File: src/rtl/store_aligner.sv
// store_aligner: splits byte/half/word stores into one or two word-aligned
// memory beats with byte-lane enables, handshaking on mem_req/mem_gnt.
module store_aligner #(
  parameter int DATA_WIDTH = 32,
  parameter int ADDR_WIDTH = 32
) (
  input  logic                  clk,
  input  logic                  rst_n,
  input  logic                  st_valid,
  output logic                  st_ready,
  input  logic [ADDR_WIDTH-1:0] st_addr,
  input  logic [DATA_WIDTH-1:0] st_data,
  input  logic [1:0]            st_size,
  output logic                  st_done,
  output logic                  st_err,
  output logic                  mem_req,
  output logic [ADDR_WIDTH-1:0] mem_addr,
  output logic [DATA_WIDTH-1:0] mem_wdata,
  output logic [3:0]            mem_be,
  input  logic                  mem_gnt
);
  typedef enum logic [1:0] {IDLE, BEAT0, BEAT1, DONE} state_t;

  state_t                r_state;
  logic [ADDR_WIDTH-1:0] r_addr;
  logic [DATA_WIDTH-1:0] r_data;
  logic [1:0]            r_size;
  logic                  r_err;
  logic [35:0]           w_lo;
  logic [35:0]           w_hi;

  // Returns {be, wdata} for the low or high word of the 64-bit shifted store.
  function automatic logic [35:0] lane(input logic hi, input logic [1:0] off,
                                       input logic [1:0] size, input logic [31:0] data);
    logic [3:0]  mask;
    logic [31:0] d;
    logic [63:0] wide;
    logic [7:0]  be8;
    mask = size == 2'b00 ? 4'b0001 : size == 2'b01 ? 4'b0011 : 4'b1111;
    d    = data & {{8{mask[3]}}, {8{mask[2]}}, {8{mask[1]}}, {8{mask[0]}}};
    wide = {32'h0, d} << {off, 3'b000};
    be8  = {4'h0, mask} << off;
    return hi ? {be8[7:4], wide[63:32]} : {be8[3:0], wide[31:0]};
  endfunction

  assign w_lo = lane(1'b0, st_addr[1:0], st_size, st_data);
  assign w_hi = lane(1'b1, r_addr[1:0], r_size, r_data);

  always_ff @(posedge clk or negedge rst_n) begin
    if (!rst_n) begin
      r_state   <= IDLE;
      r_addr    <= '0;
      r_data    <= '0;
      r_size    <= '0;
      r_err     <= 1'b0;
      st_ready  <= 1'b1;
      st_done   <= 1'b0;
      st_err    <= 1'b0;
      mem_req   <= 1'b0;
      mem_addr  <= '0;
      mem_wdata <= '0;
      mem_be    <= '0;
    end else begin
      case (r_state)
        IDLE: if (st_valid) begin
          r_addr   <= st_addr;
          r_data   <= st_data;
          r_size   <= st_size;
          r_err    <= &st_size;
          st_ready <= 1'b0;
          if (&st_size) begin
            r_state <= DONE;
            st_done <= 1'b1;
            st_err  <= 1'b1;
          end else begin
            r_state   <= BEAT0;
            mem_req   <= 1'b1;
            mem_addr  <= {st_addr[ADDR_WIDTH-1:2], 2'b00};
            mem_wdata <= w_lo[31:0];
            mem_be    <= w_lo[35:32];
          end
        end
        BEAT0: if (mem_gnt) begin
          if (|w_hi[35:32]) begin
            r_state   <= BEAT1;
            mem_addr  <= {r_addr[ADDR_WIDTH-1:2], 2'b00} + ADDR_WIDTH'(4);
            mem_wdata <= w_hi[31:0];
            mem_be    <= w_hi[35:32];
          end else begin
            r_state   <= DONE;
            mem_req   <= 1'b0;
            mem_wdata <= '0;
            mem_be    <= '0;
            st_done   <= 1'b1;
            st_err    <= r_err;
          end
        end
        BEAT1: if (mem_gnt) begin
          r_state   <= DONE;
          mem_req   <= 1'b0;
          mem_wdata <= '0;
          mem_be    <= '0;
          st_done   <= 1'b1;
          st_err    <= r_err;
        end
        DONE: begin
          r_state  <= IDLE;
          st_done  <= 1'b0;
          st_err   <= 1'b0;
          st_ready <= 1'b1;
        end
        default: r_state <= IDLE;
      endcase
    end
  end
endmodule

File: config.mk
export PLATFORM = sky130hd
export DESIGN_NAME = store_aligner
export DESIGN_NICKNAME = d
export VERILOG_FILES = /design/src/rtl/store_aligner.sv
export SDC_FILE = /design/constraint.sdc
export NUM_CORES = 1
export LEC_CHECK = 0
export ABC_AREA = 1
export BUFFER_PORTS_ARGS = -buffer_cell sky130_fd_sc_hd__buf_2
export CAP_MARGIN = 20
export CORE_AREA = 4 4 117 119
export DETAILED_ROUTE_END_ITERATION = 8
export DIE_AREA = 0 0 121 123
export PLACE_DENSITY = 0.9
export SYNTH_ARGS = -nofsm -noshare
export SYNTH_HDL_FRONTEND = slang
export SYNTH_SLANG_ARGS = --single-unit
File: constraint.sdc
create_clock -name clk -period 2.7 [get_ports clk]
set_input_delay 0.54 -clock clk [delete_from_list [all_inputs] [get_ports clk]]
set_output_delay 0.54 -clock clk [all_outputs]
set_load 0.01 [all_outputs]
==> flow_summary.toml, run 1 <==
[sta]
relSlewSlack_pct = 55.2
maxSlewViolCount = 0
max_freq_mhz = 452
fin_crit_sh_pct = 82.0
rsz0062_at_grt = "false"
setup_viol = 0
setup-tns-final_ns = 0
finClkSkew_ns = 0.00957
period_minus_slack_ns = 2.21
hold_slack_ns = 0.0806
tightest_slew_ns = 0.667
hold_viol = 0

[die]
die_area_sq_um = 14900
die_h_um = 123
start_util_pct = 59.7
core.rowCount = 41
core_sq_um = 12600
fp.dieW_um = 121
num_io_pins = 142

[cells_and_area]
nets = 1268
num_antenna_cells = 0
syn2layout_area_growth_pct = 18.6
drive_above_1_share_pct = 18.4
final_util_pct = 70.8
design_area_sq_um = 8890

[detailed_routing]
vias = 7850
first_iter_violations = 1012
drtAntennaViolNets = 0
first_pass_iters = 6
via_per_inst = 5.70
drc = 0
wl_per_cell_um = 17.4
routed_wl_um = 24000

[cts]
ctsLongestPathBuffers = 2
clockRootBuffer = "clkbuf_16"
cts.htree.levels = 4
clk_pin_slew_ns = 0.06
cts_made_buffers = 17
cts-resized-gates = 0
cts.sinks = 131
ctsHoldBuffers = 0
cts_setup_buffers = 0
clk_latency_ns = 0.43
cts_tree = "done"

[outcome]
status = "finished, final reports clean"

[global_routing]
first_global_vias = 7288
grt_overflow = 0
grt_util_all_layers_pct = 33.1
grt_pass1_wl_um = 38300
grt_max_degree = 59
antenna_found_initial = 0

[worst_setup_path]
reg2reg_depth = 10
critPathTopFamily = "buffers and inverters"
worstSetupPathType = "reg2reg"
endpoint = "mem_addr[10]"
crit_buf_inv = 3
crit_start = "r_state[1]"
cp-start-kind = "register"
critPathMaxFanout = 27
r2r_slack_ns = 0.49
r2r_start = "r_state[1]"
crit_cells = 10
required_ns = 3.02
slowest_delay_ns = 0.43
slowest_stage = "ha_2"
reg2reg_to = "mem_addr[10]"
crit_chain = "inv_1, ha_2, inv_2, o21ai_0, nor3_2, nand2_4, buf_12, nor2_1, o21ai_1, nand2_1"
end_kind = "register"
arrival_ns = 2.53

[synthesis]
synth.area.mux_share_pct = 0
synth_edf_count = 0
syn_area_per_cell_sq_um = 7.03
syn_inst = 1067
synth_area_sq_um = 7500
yosysWarnings = 0
synthXorXnorAreaFrac_pct = 0.467
synth_compound_area_share_pct = 12.9
ys_types = 41
synth_top_family_by_area = "simple AND/OR/NAND/NOR gates"
synthAdderAreaFrac_pct = 0.834
synthArstFlopShare_pct = 100
synth-simple-area-share_pct = 34.6
ys_seq_area_share_pct = 43.7
synth_ff_type = "dfrtp_1"
synth_seq_cells = 131

[placement]
globalplace.congestion = 1.00
portBuffers = 139
dp_hpwl_um = 17600
postPlaceCellArea_sq_um = 8290

[power_and_ir_drop]
p_per_area_nw_per_um2 = 1300
peakVddDrop_mv = 1.10
p_leak_nw = 4.46
power_mw = 11.5

[worst_hold_path]
worstHoldPathType = "in2async"

[flow_run]
maxCapViolCount = 0
worst register-to-register path: stages (launching register included):
cell	delay, ns
dfrtp_1	0.39
inv_1	0.11
ha_2	0.43
inv_2	0.20
o21ai_0	0.24
nor3_2	0.08
nand2_4	0.25
buf_12	0.21
nor2_1	0.06
o21ai_1	0.08
nand2_1	0.06
cell usage after synthesis (all sizes together) (2+ instances only):
master   number  share of area (%)
nand3        59                3.9
xor2          3               0.35
nor2        153                8.3
dfrtp       130                 43
a21oi        40                3.3
o2111ai       6               0.70
clkinv        2               0.10
ha            5               0.83
buf          25                2.8
nand2       410                 21
o21ai       111                7.5
inv          63                3.2
nand4        11               0.92
o211ai       12                1.2
nor3          2               0.20
clkbuf       27                1.4
layer usage:
metal | wire length, um | track usage [%] | vias to the layer above
met5 | 0 | 0 | -
met2 | 10300 | 47.7 | 479
li1 | - | - | 3659
met3 | 2700 | 8.23 | 58
met4 | 568 | 10.1 | 0
met1 | 10400 | 49.4 | 3654
power by group:
part	switching (mW)	internal [mW]
sequential	0.753	2.95
clock	0.876	1.52
combinational	3.62	1.82
final cells by class:
class | count | area (sq um)
inverters | 65 | 246
multi-input cells | 820 | 3670
fillers | 1060 | 3670
well taps | 172 | 215
flip-flops and latches | 131 | 3280
repair buffers | 158 | 878
clock buffers | 22 | 474
clock inverters | 10 | 130
sequential cells by signal (all words and copies together) (netlist names):
name / flops
mem_addr: 30
mem_be: 4
mem_req: 1
mem_wdata: 32
r_addr: 32
r_data: 24
r_err: 1
r_size: 2
r_state: 2
st_done: 1
st_err: 1
st_ready: 1
placed cells by master (no fill, tap or decap), types with 6 or more instances in the layout:
| master | synthesis | routed |
|---|---|---|
| buf_2 | 6 | 138 |
| clkbuf_16 | 0 | 17 |
| buf_4 | 11 | 17 |
| o2111ai_1 | 6 | 6 |
| nand4_1 | 11 | 11 |
| a21oi_1 | 28 | 28 |
| o21ai_0 | 106 | 106 |
| nand2_1 | 405 | 405 |
| a21oi_2 | 12 | 12 |
| o211ai_1 | 12 | 12 |
| dfrtp_1 | 130 | 130 |
| inv_1 | 59 | 59 |
| nor2_1 | 145 | 145 |
| nand3_1 | 59 | 59 |
stage by stage:
step | std cells | worst slack [ns]
2_1_floorplan | 1068 | 0.957
3_3_place_gp | 1346 | 0.553
3_5_place_dp | 1346 | 0.510
4_1_cts | 1378 | 0.492
5_1_grt | 1378 | 0.311
6_report | 1378 | 0.487
logic make-up (layout without fill, tap and decap cells):
family / count (synthesis) / count (layout)
AOI/OAI and AO/OA: 172 / 172
xor gates and xnor gates: 4 / 4
DFF: 131 / 131
buffers and inverters: 117 / 255
adders and majority gates: 5 / 5
and+or+nand+nor: 637 / 637
other: 1 / 2
how the worst min path moves through the flow:
stage | slack [ns] | to | startpoint
after floorplan | 0.24 | mem_addr[10] | rst_n
after global placement | 0.46 | mem_addr[5] | mem_addr[5]
after detailed placement | 0.46 | mem_addr[12] | mem_addr[12]
after CTS | 0.09 | mem_addr[18] | rst_n
after global routing | 0.1 | mem_addr[18] | rst_n
final | 0.08 | mem_addr[18] | rst_n
No activity file was read; power rests on OpenSTA's default activity.
==> run 2, diff against run 1 <==
==> config.mk (replaced) <==
export PLATFORM = sky130hd
export DESIGN_NAME = store_aligner
export DESIGN_NICKNAME = d
export VERILOG_FILES = /design/src/rtl/store_aligner.sv
export SDC_FILE = /design/constraint.sdc
export NUM_CORES = 1
export LEC_CHECK = 0
export ABC_AREA = 0
export BUFFER_PORTS_ARGS = -buffer_cell sky130_fd_sc_hd__buf_2
export CAP_MARGIN = 20
export CORE_AREA = 4 4 122 124
export DETAILED_ROUTE_END_ITERATION = 8
export DIE_AREA = 0 0 126 128
export PLACE_DENSITY = 0.8
export SYNTH_ARGS = -nofsm -noshare
export SYNTH_HDL_FRONTEND = slang
export SYNTH_SLANG_ARGS = --single-unit
==> constraint.sdc (replaced) <==
create_clock -name clk -period 1.8 [get_ports clk]
set_input_delay 0.36 -clock clk [delete_from_list [all_inputs] [get_ports clk]]
set_output_delay 0.36 -clock clk [all_outputs]
set_load 0.01 [all_outputs]
==> flow_summary.toml, run 2 <==
[sta]
relSlewSlack_pct = 49.7
maxSlewViolCount = 0
worst_slack_ns = -0.0429
rsz0062_at_grt = "true"
period_minus_slack_ns = 1.84
setup_viol = 7
max_freq_mhz = 543
hold_viol = 0
finClkSkew_ns = 0.00624
tightest_slew_ns = 0.753
fin_crit_sh_pct = 102

[detailed_routing]
first_pass_iters = 7
drtAntennaViolNets = 0
drc = 0
first_iter_violations = 602
wl_per_cell_um = 20.1
via_per_inst = 5.93
vias = 6153
routed_wl_um = 20900

[global_routing]
grt_max_degree = 65
grt_util_all_layers_pct = 24.4
grt_overflow = 0
grt_pass1_wl_um = 31100
antenna_found_initial = 1
first_global_vias = 6048

[die]
core.rowCount = 43
num_io_pins = 142
die_h_um = 128
die_area_sq_um = 16100
core_sq_um = 13800
fp.dieW_um = 126
start_util_pct = 48.9

[cells_and_area]
final_common_cell = "buf_2"
nets = 919
multi_input_area_sq_um = 3530
final_cell_mix = "138 x buf_2, 128 x dfrtp_1, 58 x mux2_2"
drive_above_1_share_pct = 42.7
final_util_pct = 66.6
largestRegisters = "mem_wdata (32), r_addr (32), mem_addr (30)"
final_cell_count_no_fill = 1037
fillers = 1070
regArea_sq_um = 3280
syn2layout_area_growth_pct = 36.3
num_antenna_cells = 0

[synthesis]
synth_seq_cells = 131
synthArstFlopShare_pct = 100
synth_top_area_share_pct = 48.3
synth_edf_count = 0
synth_area_sq_um = 6730
ys_types = 55
synth.most_common_cell = "dfrtp_1"
synth_ff_type = "dfrtp_1"
ys_seq_area_share_pct = 48.7
syn_inst = 662
synth_top_area_cell = "dfrtp_1"
synthTopCellsByCount = "130 x dfrtp_1, 69 x nand2_1, 58 x mux2_2, 58 x nor2_1, 58 x o21ai_0"
synth.area.top_cells = "dfrtp_1 48%, mux2_2 9.7%, o21ai_0 4.3%"
yosysWarnings = 0
syn_area_per_cell_sq_um = 10.2

[worst_setup_path]
crit_start = "r_state[1]"
slowest_stage = "dfrtp_1"
r2r_start = "r_state[1]"
reg2reg_depth = 7
r2r_slack_ns = -0.04
slowest_delay_ns = 0.39
endpoint = "mem_addr[22]"
critPathMaxFanout = 6
crit_chain = "inv_2, ha_4, clkinvlp_4, o21ai_4, clkbuf_16, nor2b_1, a21oi_2"
cp-start-kind = "register"
end_kind = "register"
reg2reg_to = "mem_addr[22]"
required_ns = 2.09
arrival_ns = 2.14
worstSetupPathType = "reg2reg"

[power_and_ir_drop]
peakVddDrop_mv = 1.08
p_per_area_nw_per_um2 = 2030
p_leak_nw = 4.22

[cts]
cts.sinks = 131
cts.htree.levels = 4
ctsLongestPathBuffers = 2
clockRootBuffer = "clkbuf_16"
cts_tree = "done"
cts_made_buffers = 17
clk_pin_slew_ns = 0.06
clk_latency_ns = 0.42

[outcome]
failed_checks = "negative setup slack"
status = "finished with violations"

[placement]
dp_hpwl_um = 13700
portBuffers = 139
globalplace.congestion = 0.898
dp.cells = 991

[worst_hold_path]
worstHoldPathType = "in2reg"

[flow_run]
maxCapViolCount = 0
[run 2: cell types whose count changed after synthesis, moves of 25 or more]
cell,change
mux2i_1,+27
inv_1,-50
nor2_1,-87
nand2_1,-336
o21ai_0,-48
mux2_2,+58
nand3_1,-46
a22oi_1,+25
[run 2: worst min-delay path by stage]
stage / slack, ns / startpoint / endpoint / cells past startpoint
after floorplan: 0.06 / rst_n / mem_addr[10] / 0
after global placement: 0.37 / rst_n / mem_wdata[24] / 2
after detailed placement: 0.37 / rst_n / mem_wdata[24] / 2
after CTS: 0.18 / st_addr[11] / r_addr[11] / 2
after global routing: 0.19 / st_addr[11] / r_addr[11] / 2
final: 0.19 / st_addr[4] / r_addr[4] / 2
[run 2: report_power, final]
group          switching [mW]  total (mW)  internal [mW]
sequential               1.29        5.66           4.37
clock                    1.27        3.64           2.37
combinational            4.83        9.31           4.48
total                    7.38        18.6           11.2
[run 2: per-layer routing]
| metal | vias up | wire length (um) | global-route usage [%] |
|---|---|---|---|
| li1 | 2767 | - | - |
| met1 | 2993 | 8080 | 31.8 |
| met4 | 2 | 610 | 8.71 |
| met5 | - | 17 | 0 |
| met2 | 332 | 10100 | 39.2 |
| met3 | 59 | 2030 | 7.04 |
[run 2: stage by stage]
stage	TNS, ns	instance area, sq um	setup WS [ns]	hold WS (ns)	power (mW)
after floorplan	-0.0889	6790	-0.0160	0.0644	10.3
after global placement	0	8080	0.000894	0.374	13.1
after detailed placement	-0.436	8080	-0.0612	0.375	13.3
after CTS	-0.000977	8770	-0.000977	0.176	17.2
after global routing	-2.16	9180	-0.109	0.187	19.7
final	-0.0704	9180	-0.0429	0.192	18.6
[run 2: logic make-up after synthesis]
logic type	count (synthesis)	share of synthesized area [%]
DFF	131	48.7
buffers and inverters	54	3.35
xor gates and xnor gates	24	3.12
other	1	0.0557
adders and majority gates	5	0.930
muxes	85	13.7
and+or+nand+nor	180	12.6
AOI/OAI and AO/OA	182	17.5
[run 2: what timing repair did]
item,in CTS,in global routing
cloned,0,7
pin swaps,1,17
gates resized for setup,9,78
buffers inserted,2,4
hold endpoints to repair,82,0
hold buffers,1,0
endpoints found under the setup margin,22,47
[run 2: layout make-up]
class	count	area share (%)
clock buffers	21	5.02
repair buffers	206	16.1
multi-input cells	478	38.4
flip-flops and latches	131	35.8
clock inverters	11	1.72
well taps	180	2.45
inverters	10	0.450
[run 2: critical path: cells and delay by family, from the launching register on]
| kind | cells | cell delay, ns |
|---|---|---|
| DFF | 1 | 0.39 |
| buffers and inverters | 3 | 0.53 |
| and+or+nand+nor | 1 | 0.20 |
| adders and majority gates | 1 | 0.21 |
| AOI/OAI and AO/OA | 2 | 0.39 |
==> run 3, diff against run 2 <==
--- a/config.mk
+++ b/config.mk
@@ -8,9 +8,11 @@
 export ABC_AREA = 0
 export BUFFER_PORTS_ARGS = -buffer_cell sky130_fd_sc_hd__buf_2
 export CAP_MARGIN = 20
-export CORE_AREA = 4 4 122 124
+export CELL_PAD_IN_SITES_DETAIL_PLACEMENT = 1
+export CELL_PAD_IN_SITES_GLOBAL_PLACEMENT = 2
+export CORE_AREA = 4 4 153 155
 export DETAILED_ROUTE_END_ITERATION = 8
-export DIE_AREA = 0 0 126 128
+export DIE_AREA = 0 0 157 159
 export PLACE_DENSITY = 0.8
 export SYNTH_ARGS = -nofsm -noshare
 export SYNTH_HDL_FRONTEND = slang
==> flow_summary.toml, run 3 (same netlist as run 2, synthesis figures left out) <==
[sta]
max_freq_mhz = 546
period_minus_slack_ns = 1.83
fin_crit_sh_pct = 102
finClkSkew_ns = 0.0142
setup_viol = 10
relSlewSlack_pct = 54.9
setup-tns-final_ns = -0.111
hold_viol = 0
tightest_slew_ns = 0.673
hold_slack_ns = 0.177
maxSlewViolCount = 0
worst_slack_ns = -0.0331
rsz0062_at_grt = "true"

[cts]
cts_tree = "done"
cts_made_buffers = 17
clockRootBuffer = "clkbuf_16"
cts.htree.levels = 4
ctsLongestPathBuffers = 2
cts.sinks = 131
clk_latency_ns = 0.43
clk_pin_slew_ns = 0.07

[worst_setup_path]
arrival_ns = 2.14
required_ns = 2.10
reg2reg_to = "mem_req"
slowest_stage = "dfrtp_1"
r2r_start = "r_state[0]"
slowest_delay_ns = 0.41
reg2reg_depth = 8
crit_chain = "inv_2, ha_4, buf_12, nand2b_4, o21ai_4, or2_4, a21oi_4, mux2_4"
critPathMaxFanout = 7
endpoint = "mem_req"
crit_start = "r_state[0]"
end_kind = "register"
crit_buf_inv = 2
cp-start-kind = "register"
critPathTopFamily = "flip-flops"
r2r_slack_ns = -0.03
crit_cells = 8
worstSetupPathType = "reg2reg"

[cells_and_area]
final_common_cell = "buf_2"
num_antenna_cells = 0
design_area_sq_um = 9430
final_cell_mix = "138 x buf_2, 128 x dfrtp_1, 67 x nand2_1, 67 x buf_4, 56 x mux2_2"
drive_above_1_share_pct = 42.2
largestRegisters = "mem_wdata (32), r_addr (32), mem_addr (30)"
nets = 946
final_util_pct = 43.2
final_cell_count_no_fill = 1163
syn2layout_area_growth_pct = 40.1

[die]
start_util_pct = 30.8
num_io_pins = 142
die_h_um = 159
fp.dieW_um = 157
die_area_sq_um = 25000
core_sq_um = 21800
core.rowCount = 54

[placement]
globalplace.congestion = 0.850
dp_hpwl_um = 16800
portBuffers = 139
postPlaceCellArea_sq_um = 8300
dp.cells = 1110

[detailed_routing]
wl_per_cell_um = 20.6
via_per_inst = 5.24
first_pass_iters = 5
drc = 0
first_iter_violations = 281
vias = 6092
routed_wl_um = 24000
drtAntennaViolNets = 0

[global_routing]
grt_pass1_wl_um = 36600
antenna_found_initial = 1
grt_util_all_layers_pct = 18.6
first_global_vias = 6592
grt_overflow = 0
grt_max_degree = 42

[power_and_ir_drop]
p_per_area_nw_per_um2 = 1980
p_leak_nw = 4.32
peakVddDrop_mv = 0.942

[worst_hold_path]
worstHoldPathType = "in2reg"

[flow_run]
maxCapViolCount = 0

[outcome]
failed_checks = "negative setup slack"
status = "finished with violations"
-- run 3: cell type report --
cell class                 instances  area, sq um
clock inverter                    13          175
tap                              280          350
clock buffer                      18          439
multi-input combinational        479         3500
fill                            2431        12400
timing repair buffer             232         1650
inverter                          10         37.5
sequential                       131         3280
-- run 3: how the worst min path moves through the flow --
stage | startpoint | endpoint | slack [ns] | cells after the start
2_1_floorplan | rst_n | mem_addr[10] | 0.06 | 0
3_3_place_gp | rst_n | mem_wdata[13] | 0.31 | 1
3_5_place_dp | rst_n | mem_wdata[13] | 0.32 | 1
4_1_cts | st_addr[7] | r_addr[7] | 0.16 | 2
5_1_grt | st_addr[7] | r_addr[7] | 0.17 | 2
6_report | st_addr[7] | r_addr[7] | 0.18 | 2
-- run 3: repair_timing --
action,CTS,global route
buffers inserted,9,6
resized for setup,25,30
hold endpoints to repair,35,0
pin swaps,13,10
endpoints found under the setup margin,67,117
gates cloned,2,4
hold buffers,1,0
-- run 3: routing by layer --
metal / part of all wire (%) / vias to the layer above / GRT usage (%)
li1: - / 2812 / -
met1: 43 / 3050 / 23.4
met3: 5.3 / 40 / 3.94
met4: 2.3 / 2 / 6.75
met5: 0.033 / - / 0
met2: 49 / 188 / 31.2
-- run 3: power by group --
part	leakage (nW)	switching (mW)	total [mW]	internal, mW
Sequential	1.61	1.12	5.49	4.37
Combinational	2.42	4.95	9.54	4.59
Clock	0.294	1.44	3.67	2.23
Total	4.32	7.52	18.7	11.2
-- run 3: metrics by stage --
step,setup WS (ns),total power [mW]
after floorplan,-0.0160,10.3
after global placement,-0.0459,13.5
after detailed placement,-0.148,13.8
after CTS,-0.0315,18.3
after global routing,-0.0820,20.0
final,-0.0331,18.7
